## src/rtl/gfx_mem_arbiter.sv

```systemverilog
// Round-robin arbiter sharing the DDR af/wdf write ports between
// graphics write engines; one burst (1 af + BURST_WORDS wdf) per grant.
module gfx_mem_arbiter #(
   parameter int NUM_REQ     = 2,
   parameter int ADDR_W      = 31,
   parameter int BURST_WORDS = 2
) (
   input  logic                      clk,
   input  logic                      rst,
   input  logic [NUM_REQ-1:0]        req_valid,
   input  logic [NUM_REQ*ADDR_W-1:0] req_af_addr_din,
   input  logic [NUM_REQ-1:0]        req_af_wr_en,
   input  logic [NUM_REQ*128-1:0]    req_wdf_din,
   input  logic [NUM_REQ*16-1:0]     req_wdf_mask_din,
   input  logic [NUM_REQ-1:0]        req_wdf_wr_en,
   output logic [NUM_REQ-1:0]        req_af_full,
   output logic [NUM_REQ-1:0]        req_wdf_full,
   input  logic                      af_full,
   input  logic                      wdf_full,
   output logic [ADDR_W-1:0]         af_addr_din,
   output logic                      af_wr_en,
   output logic [127:0]              wdf_din,
   output logic [15:0]               wdf_mask_din,
   output logic                      wdf_wr_en,
   output logic [NUM_REQ-1:0]        grant,
   output logic                      busy
);

   localparam int IDX_W = (NUM_REQ > 1) ? $clog2(NUM_REQ) : 1;
   localparam int CNT_W = $clog2(BURST_WORDS + 1);
   localparam logic [CNT_W-1:0] CNT_MAX = CNT_W'(BURST_WORDS);
   localparam logic [IDX_W-1:0] IDX_MAX = IDX_W'(NUM_REQ - 1);

   typedef enum logic {IDLE, BURST} state_t;

   state_t           state;
   logic [IDX_W-1:0] gnt_idx;
   logic [IDX_W-1:0] rr_ptr;
   logic [IDX_W-1:0] pick;
   logic [IDX_W-1:0] cand;
   logic             found;
   logic             af_done;
   logic [CNT_W-1:0] wd_cnt;
   logic [CNT_W-1:0] cnt_nxt;
   logic             af_acc;
   logic             wdf_acc;
   logic             af_nxt;
   logic             done;
   logic             in_burst;

   assign in_burst = (state == BURST);

   // first requester at or after rr_ptr, wrapping
   always_comb begin
      pick  = rr_ptr;
      cand  = rr_ptr;
      found = 1'b0;
      for (int k = 0; k < NUM_REQ; k++) begin
         cand = IDX_W'((int'(rr_ptr) + k) % NUM_REQ);
         if (!found && req_valid[cand]) begin
            pick  = cand;
            found = 1'b1;
         end
      end
   end

   always_comb begin
      af_addr_din  = '0;
      wdf_din      = '0;
      wdf_mask_din = '0;
      af_wr_en     = 1'b0;
      wdf_wr_en    = 1'b0;
      req_af_full  = '1;
      req_wdf_full = '1;
      if (in_burst) begin
         af_addr_din  = req_af_addr_din[int'(gnt_idx)*ADDR_W +: ADDR_W];
         wdf_din      = req_wdf_din[int'(gnt_idx)*128 +: 128];
         wdf_mask_din = req_wdf_mask_din[int'(gnt_idx)*16 +: 16];
         af_wr_en     = req_af_wr_en[gnt_idx] & ~af_done;
         wdf_wr_en    = req_wdf_wr_en[gnt_idx] & (wd_cnt < CNT_MAX);
         req_af_full[gnt_idx]  = af_full | af_done;
         req_wdf_full[gnt_idx] = wdf_full | (wd_cnt == CNT_MAX);
      end
   end

   assign af_acc  = af_wr_en & ~af_full;
   assign wdf_acc = wdf_wr_en & ~wdf_full;
   assign af_nxt  = af_done | af_acc;
   assign cnt_nxt = wd_cnt + CNT_W'(wdf_acc);
   assign done    = af_nxt & (cnt_nxt == CNT_MAX);

   always_ff @(posedge clk or negedge rst) begin
      if (!rst) begin
         state   <= IDLE;
         gnt_idx <= '0;
         rr_ptr  <= '0;
         af_done <= 1'b0;
         wd_cnt  <= '0;
         grant   <= '0;
         busy    <= 1'b0;
      end else begin
         unique case (state)
            IDLE: begin
               if (|req_valid) begin
                  state   <= BURST;
                  gnt_idx <= pick;
                  grant   <= NUM_REQ'(1) << pick;
                  busy    <= 1'b1;
               end
            end
            BURST: begin
               if (done) begin
                  state   <= IDLE;
                  grant   <= '0;
                  busy    <= 1'b0;
                  af_done <= 1'b0;
                  wd_cnt  <= '0;
                  rr_ptr  <= (gnt_idx == IDX_MAX) ? '0 : gnt_idx + 1'b1;
               end else begin
                  af_done <= af_nxt;
                  wd_cnt  <= cnt_nxt;
               end
            end
            default: state <= IDLE;
         endcase
      end
   end

endmodule

```

## config.mk

```make
export PLATFORM = sky130hd
export DESIGN_NAME = gfx_mem_arbiter
export DESIGN_NICKNAME = d
export VERILOG_FILES = /design/src/rtl/gfx_mem_arbiter.sv
export SDC_FILE = /design/constraint.sdc
export NUM_CORES = 1
export LEC_CHECK = 0
export BUFFER_PORTS_ARGS = -buffer_cell sky130_fd_sc_hd__clkbuf_2
export CORE_AREA = 2 2 212 214
export DETAILED_ROUTE_END_ITERATION = 6
export DIE_AREA = 0 0 214 216
export SYNTH_ARGS = -nofsm -noshare
export SYNTH_HDL_FRONTEND = slang
export SYNTH_SLANG_ARGS = --single-unit
export TNS_END_PERCENT = 10
```

## constraint.sdc

```tcl
create_clock -name clk -period 2 [get_ports clk]
set_input_delay 0.1 -clock clk [delete_from_list [all_inputs] [get_ports clk]]
set_output_delay 0.1 -clock clk [all_outputs]
set_load 0.05 [all_outputs]
```

### Word level (Yosys, flattened, before mapping)

Cells that the tools add are included.

| storage, ports and cells | value |
|---|---|
| flip-flop bits (word level) | 9 |
| bits of input ports | 360 |
| output and inout bits | 184 |

| cells by class | value |
|---|---|
| add/subtract/negate cells | 3 |
| $mul | 1 |
| magnitude comparators | 5 |
| eq/ne operators | 4 |
| shift operators | 4 |
| multiplexer cells | 31 |
| bitwise logic cells | 15 |
| reduce and logical (&&, ||, !) cells | 7 |

Operator list:

| operator | number |
|---|---|
| $shiftx A256 B9 Y128 | 1 |
| $mux W128 | 1 |
| $shiftx A62 B7 Y31 | 1 |
| $shiftx A32 B6 Y16 | 1 |
| $mux W31 | 1 |
| $mux W1 | 19 |
| $mux W16 | 1 |
| $mux W2 | 5 |
| $lt A1 B2 Y1 const B | 3 |
| $mul A1 B5 Y6 const B | 1 |
| $reduce_and A2 Y1 | 3 |
| $and A1 B1 Y1 | 5 |
| $eq A2 B2 Y1 const B | 2 |
| $not A1 Y1 | 4 |
| $or A2 B2 Y2 | 2 |
| $pmux W1 S2 | 2 |
| $pmux W2 S2 | 1 |
| $or A1 B1 Y1 | 3 |
| $add A1 B1 Y1 const B | 2 |
| $add A2 B1 Y2 | 1 |
| $logic_and A1 B1 Y1 | 2 |
| $lt A2 B2 Y1 const B | 1 |
| $ne A2 B1 Y1 const B | 1 |
| $ne A2 B2 Y1 const B | 1 |
| 6 further kinds | 6 |

### Longest topological paths before layout

| logic depth | value |
|---|---|
| word-level depth | 10 |
| mapped depth | 10 |

### Worst setup path before layout

OpenSTA, ideal clock, no wires.

| timing | value |
|---|---|
| kind | reg-to-reg |
| from | register state, in the netlist in_burst |
| to | register rr_ptr |
| data arrival time | 1.915 ns |
| setup slack | 0.005 ns |
| stages on the path, launching flop included | 10 |
| clock period less this slack | 1.995 ns |
| path through | dfrtp_1 -> buf_4 -> inv_1 -> buf_2 -> buf_4 -> nor4_1 -> ha_1 -> nor3_1 -> nor2b_4 -> mux2i_1 |

| between the ends | value |
|---|---|
| cells in the longest elaborated chain, start to end | 6 |
| elaborated cells between the ends (all ways) | 9 |

RTL lines:

| element | RTL line | source |
|---|---|---|
| start, declared | 36 | `state_t state;` |
| start signal, assigned | 94 | `state <= IDLE;` |
| start signal, assigned | 105 | `state <= BURST;` |
| start signal, assigned | 113 | `state <= IDLE;` |
| $mux W1 | 75 | `if (in_burst) begin` |
| $and A1 B1 Y1 | 87 | `assign wdf_acc = wdf_wr_en & ~wdf_full;` |
| $add A2 B1 Y2 | 89 | `assign cnt_nxt = wd_cnt + CNT_W'(wdf_acc);` |
| $eq A2 B2 Y1 | 90 | `assign done = af_nxt & (cnt_nxt == CNT_MAX);` |
| $and A1 B1 Y1 | 90 |  |
| $reduce_and A2 Y1 (no line) * | - |  |
| end signal, assigned | 118 | `rr_ptr <= (gnt_idx == IDX_MAX) ? '0 : gnt_idx + 1'b1;` |
| end, declared | 38 | `logic [IDX_W-1:0] rr_ptr;` |

Every way passes the cells marked *; elsewhere a longest branch is shown, timed or not.
A chain may end at the register's enable or synchronous reset.

### Worst setup path in the final report

| timing | value |
|---|---|
| from | register gnt_idx |
| to | output wdf_din[51] |

| between the ends | value |
|---|---|
| cells in the longest elaborated chain, start to end | 2 |

RTL lines:

| element | RTL line | source |
|---|---|---|
| start, declared | 37 | `logic [IDX_W-1:0] gnt_idx;` |
| start signal, assigned | 106 | `gnt_idx <= pick;` |
| $shiftx A256 B9 Y128 | 77 | `wdf_din = req_wdf_din[int'(gnt_idx)*128 +: 128];` |
| $mux W128 | 75 |  |
| end, declared | 22 | `output logic [127:0] wdf_din,` |

No other way between the ends.

==> impl_results.md <==
- Die height: 216 um
- Via count: 5090
- Critical path cell sequence: buf_16, mux2i_1, nor2_1, clkbuf_2
- Outcome: complete, but fails checks
- IO Count: 544
- Commonest non-fill, non-tap cell in the layout: clkbuf_2
- Worst setup SP type: flop
- Clock Skew: 0.00189 ns
- Syn-to-layout area delta: 114%
- Fin area: 6710 um2
- Leakage: 4.13 nW
- Avg Cell Area, Syn: 7.07 um2
- Final worst slack: -0.126 ns
- Critical path's slowest cell: dfrtp_4
- CTS Buf Count: 3
- Peak supply drop: 1.34 mV
- Yosys warns: 0
- Placement Setup Slack: 0.0565 ns
- Max Fclk: 470 MHz
- Final core occ: 15.3%
- Worst-skew pair later-pin latency: 0.24 ns
- Nets: 1319
- CP Capture Type: primary output
- Slew @ Worst Pin: 0.624 ns
- Die Area: 46200 um2
- Clock Pin Slew Worst Setup and Hold Paths: 0.04 ns
- WL final: 18200 um
- CTS Sinks: 9
- Row cnt: 77
- Final Max Slew Viols: 0
- Initial DRT Pass Iterations: 4
- Number of library cell types mapped by synthesis: 25
- Final hold violations: 0
- Final Cycle Share: 106%
- CP Class: flop to primary output
- Post-CTS setup buffers: 0
- Worst Hold Class: primary input to flop
- Layout cell share with drive strength beyond 1: 58.7%
- First-pass GRT wire length: 25400 um
- CP arrival: 2.03 ns
- Seq/Total Area, Yosys: 7.17%
- DIE WIDTH: 214 um
- FF+latch count, synth: 9
- Final ANT Viol Nets: 0
- Port buffer count: 543
- Slew headroom: 58.4%
- Largest net degree at the start of global routing: 102
- Post-synthesis cell count: 444
- Final min period: 2.13 ns
- Worst path max stage delay: 0.51 ns
- Grt ovf: 0
- Clock root cell: clkbuf_16
- Final setup violation count: 5
- Total GRT Usage: 6.91%
- Placed cell area: 6520 um2
- Post-Syn Nets: 805
- H-tree level count: 1
- RSZ-0062 raised after global routing: yes
- Antenna violations before repair: 7
- Vias in the first global route: 4728
- Dpl hpwl: 15600 um
- Initial core utilization: 7.16%
- Max Cap Viol: 0
- Required time worst endpoint: 1.90 ns
- Commonest non-fill, non-tap cells in the layout: clkbuf_2 (513), nor2_1 (179), mux2i_1 (174)
- Clock Path Buffers: 2
- First-iteration detailed-routing DRC count: 153
- Vias per std cell: 3.28
- # DRC: 0
- Cell Pwr Density: 2130 nW/um2
- Routability Congestion: 0.833
- Crit path max fanout: 81
- Violated checks: negative setup slack
- Post-synthesis cell area: 3140 um2
- Core box area: 43800 um2
- CTS tree: done
- Drt wl/cell: 11.7 um
==> metrics by stage <==
step / power [mW] / hold WS (ns) / instances / setup TNS, ns
3_5_place_dp: 13.8 / -0.0240 / 1543 / 0
5_1_grt: 14.9 / 0.218 / 1551 / -0.765
2_1_floorplan: 10.9 / -0.196 / 444 / 0
3_3_place_gp: 13.8 / -0.0311 / 1543 / 0
4_1_cts: 14.2 / 0.192 / 1548 / -0.0647
6_report: 14.3 / 0.194 / 1551 / -0.264
==> report_power, final <==
group          total [mW]  internal, mW  leakage, nW  switching, mW
combinational        13.5          3.46         3.99           10.0
sequential          0.393         0.282        0.104          0.112
clock               0.359         0.267       0.0382         0.0920
==> kinds of logic (layout without fill, tap and decap cells) <==
kind of cell | after synthesis | in the layout | synth area share (%)
and+or+nand+nor | 195 | 195 | 24.2
DFF | 9 | 9 | 7.17
muxes | 178 | 178 | 56.8
xor gates and xnor gates | 1 | 1 | 0.279
other | 0 | 2 | 0
AOI/OAI and AO/OA | 12 | 12 | 2.39
adders and majority gates | 1 | 1 | 0.399
buffers and inverters | 48 | 561 | 8.77
==> critical path: cells and delay by family, from the launching register on <==
family        cells  cell delay [ns]
buf+inv           2             0.60
flops             1             0.51
mux               1             0.41
simple gates      1             0.07
==> layer usage <==
layer | share of wire (%) | GRT usage (%)
met2 | 50 | 12.4
met3 | 8.8 | 1.14
met1 | 37 | 7.95
met4 | 3.6 | 3.24
met5 | 0 | 0
==> timing repair <==
item / 4_1_cts / 5_1_grt
resized for setup: 8 / 38
hold buffers: 1 / 0
hold endpoints to repair: 9 / 0
gates cloned: 0 / 1
endpoints found under the setup margin: 10 / 31
==> sequential cells by signal (all words and copies together) (netlist names) <==
register  cells
af_done       1
busy          1
gnt_idx       1
grant         2
in_burst      1
rr_ptr        1
wd_cnt        2
==> layout make-up <==
class | count | area [um2]
diodes | 2 | 5.00
clock buffers | 4 | 78.8
fillers | 5048 | 37100
inverters | 6 | 27.5
multi-input cells | 387 | 2670
flip-flops and latches | 9 | 229
well taps | 592 | 741
repair buffers | 551 | 2960
==> cells in the mapped netlist <==
| cell | n | area share [%] |
|---|---|---|
| or3_1 | 1 | 0.20 |
| o21a_1 | 1 | 0.24 |
| xnor2_1 | 1 | 0.28 |
| buf_4 | 20 | 4.8 |
| nor2b_1 | 1 | 0.20 |
| and3_1 | 1 | 0.20 |
| nor3_1 | 2 | 0.32 |
| nand2_1 | 5 | 0.60 |
| a211oi_1 | 1 | 0.24 |
| a21oi_1 | 4 | 0.64 |
| nand2b_1 | 2 | 0.40 |
| mux2i_1 | 178 | 57 |
| clkbuf_1 | 5 | 0.60 |
| o21ai_0 | 2 | 0.32 |
| buf_2 | 16 | 2.6 |
| nand3_1 | 1 | 0.16 |
| o22ai_1 | 2 | 0.40 |
| nor2b_4 | 1 | 0.44 |
| nor4_1 | 1 | 0.20 |
| dfrtp_1 | 9 | 7.2 |
| inv_1 | 6 | 0.72 |
| buf_1 | 1 | 0.12 |
| nor2_1 | 180 | 22 |
| o31a_1 | 2 | 0.56 |
| ha_1 | 1 | 0.40 |
==> path summary, 6_finish.rpt <==
check	slack, ns	cells after the start	end	from
max	-0.13	4	wdf_din[51]	gnt_idx
min reg2reg	0.55	2	rr_ptr	rr_ptr
min	0.19	3	grant[0]	req_valid[0]
max reg2reg	0.09	6	rr_ptr	gnt_idx
min in group asynchronous	0.28	2	in_burst	rst
max in group asynchronous	1.50	2	gnt_idx	rst
Note: power is estimated with default switching activity, not from simulation.
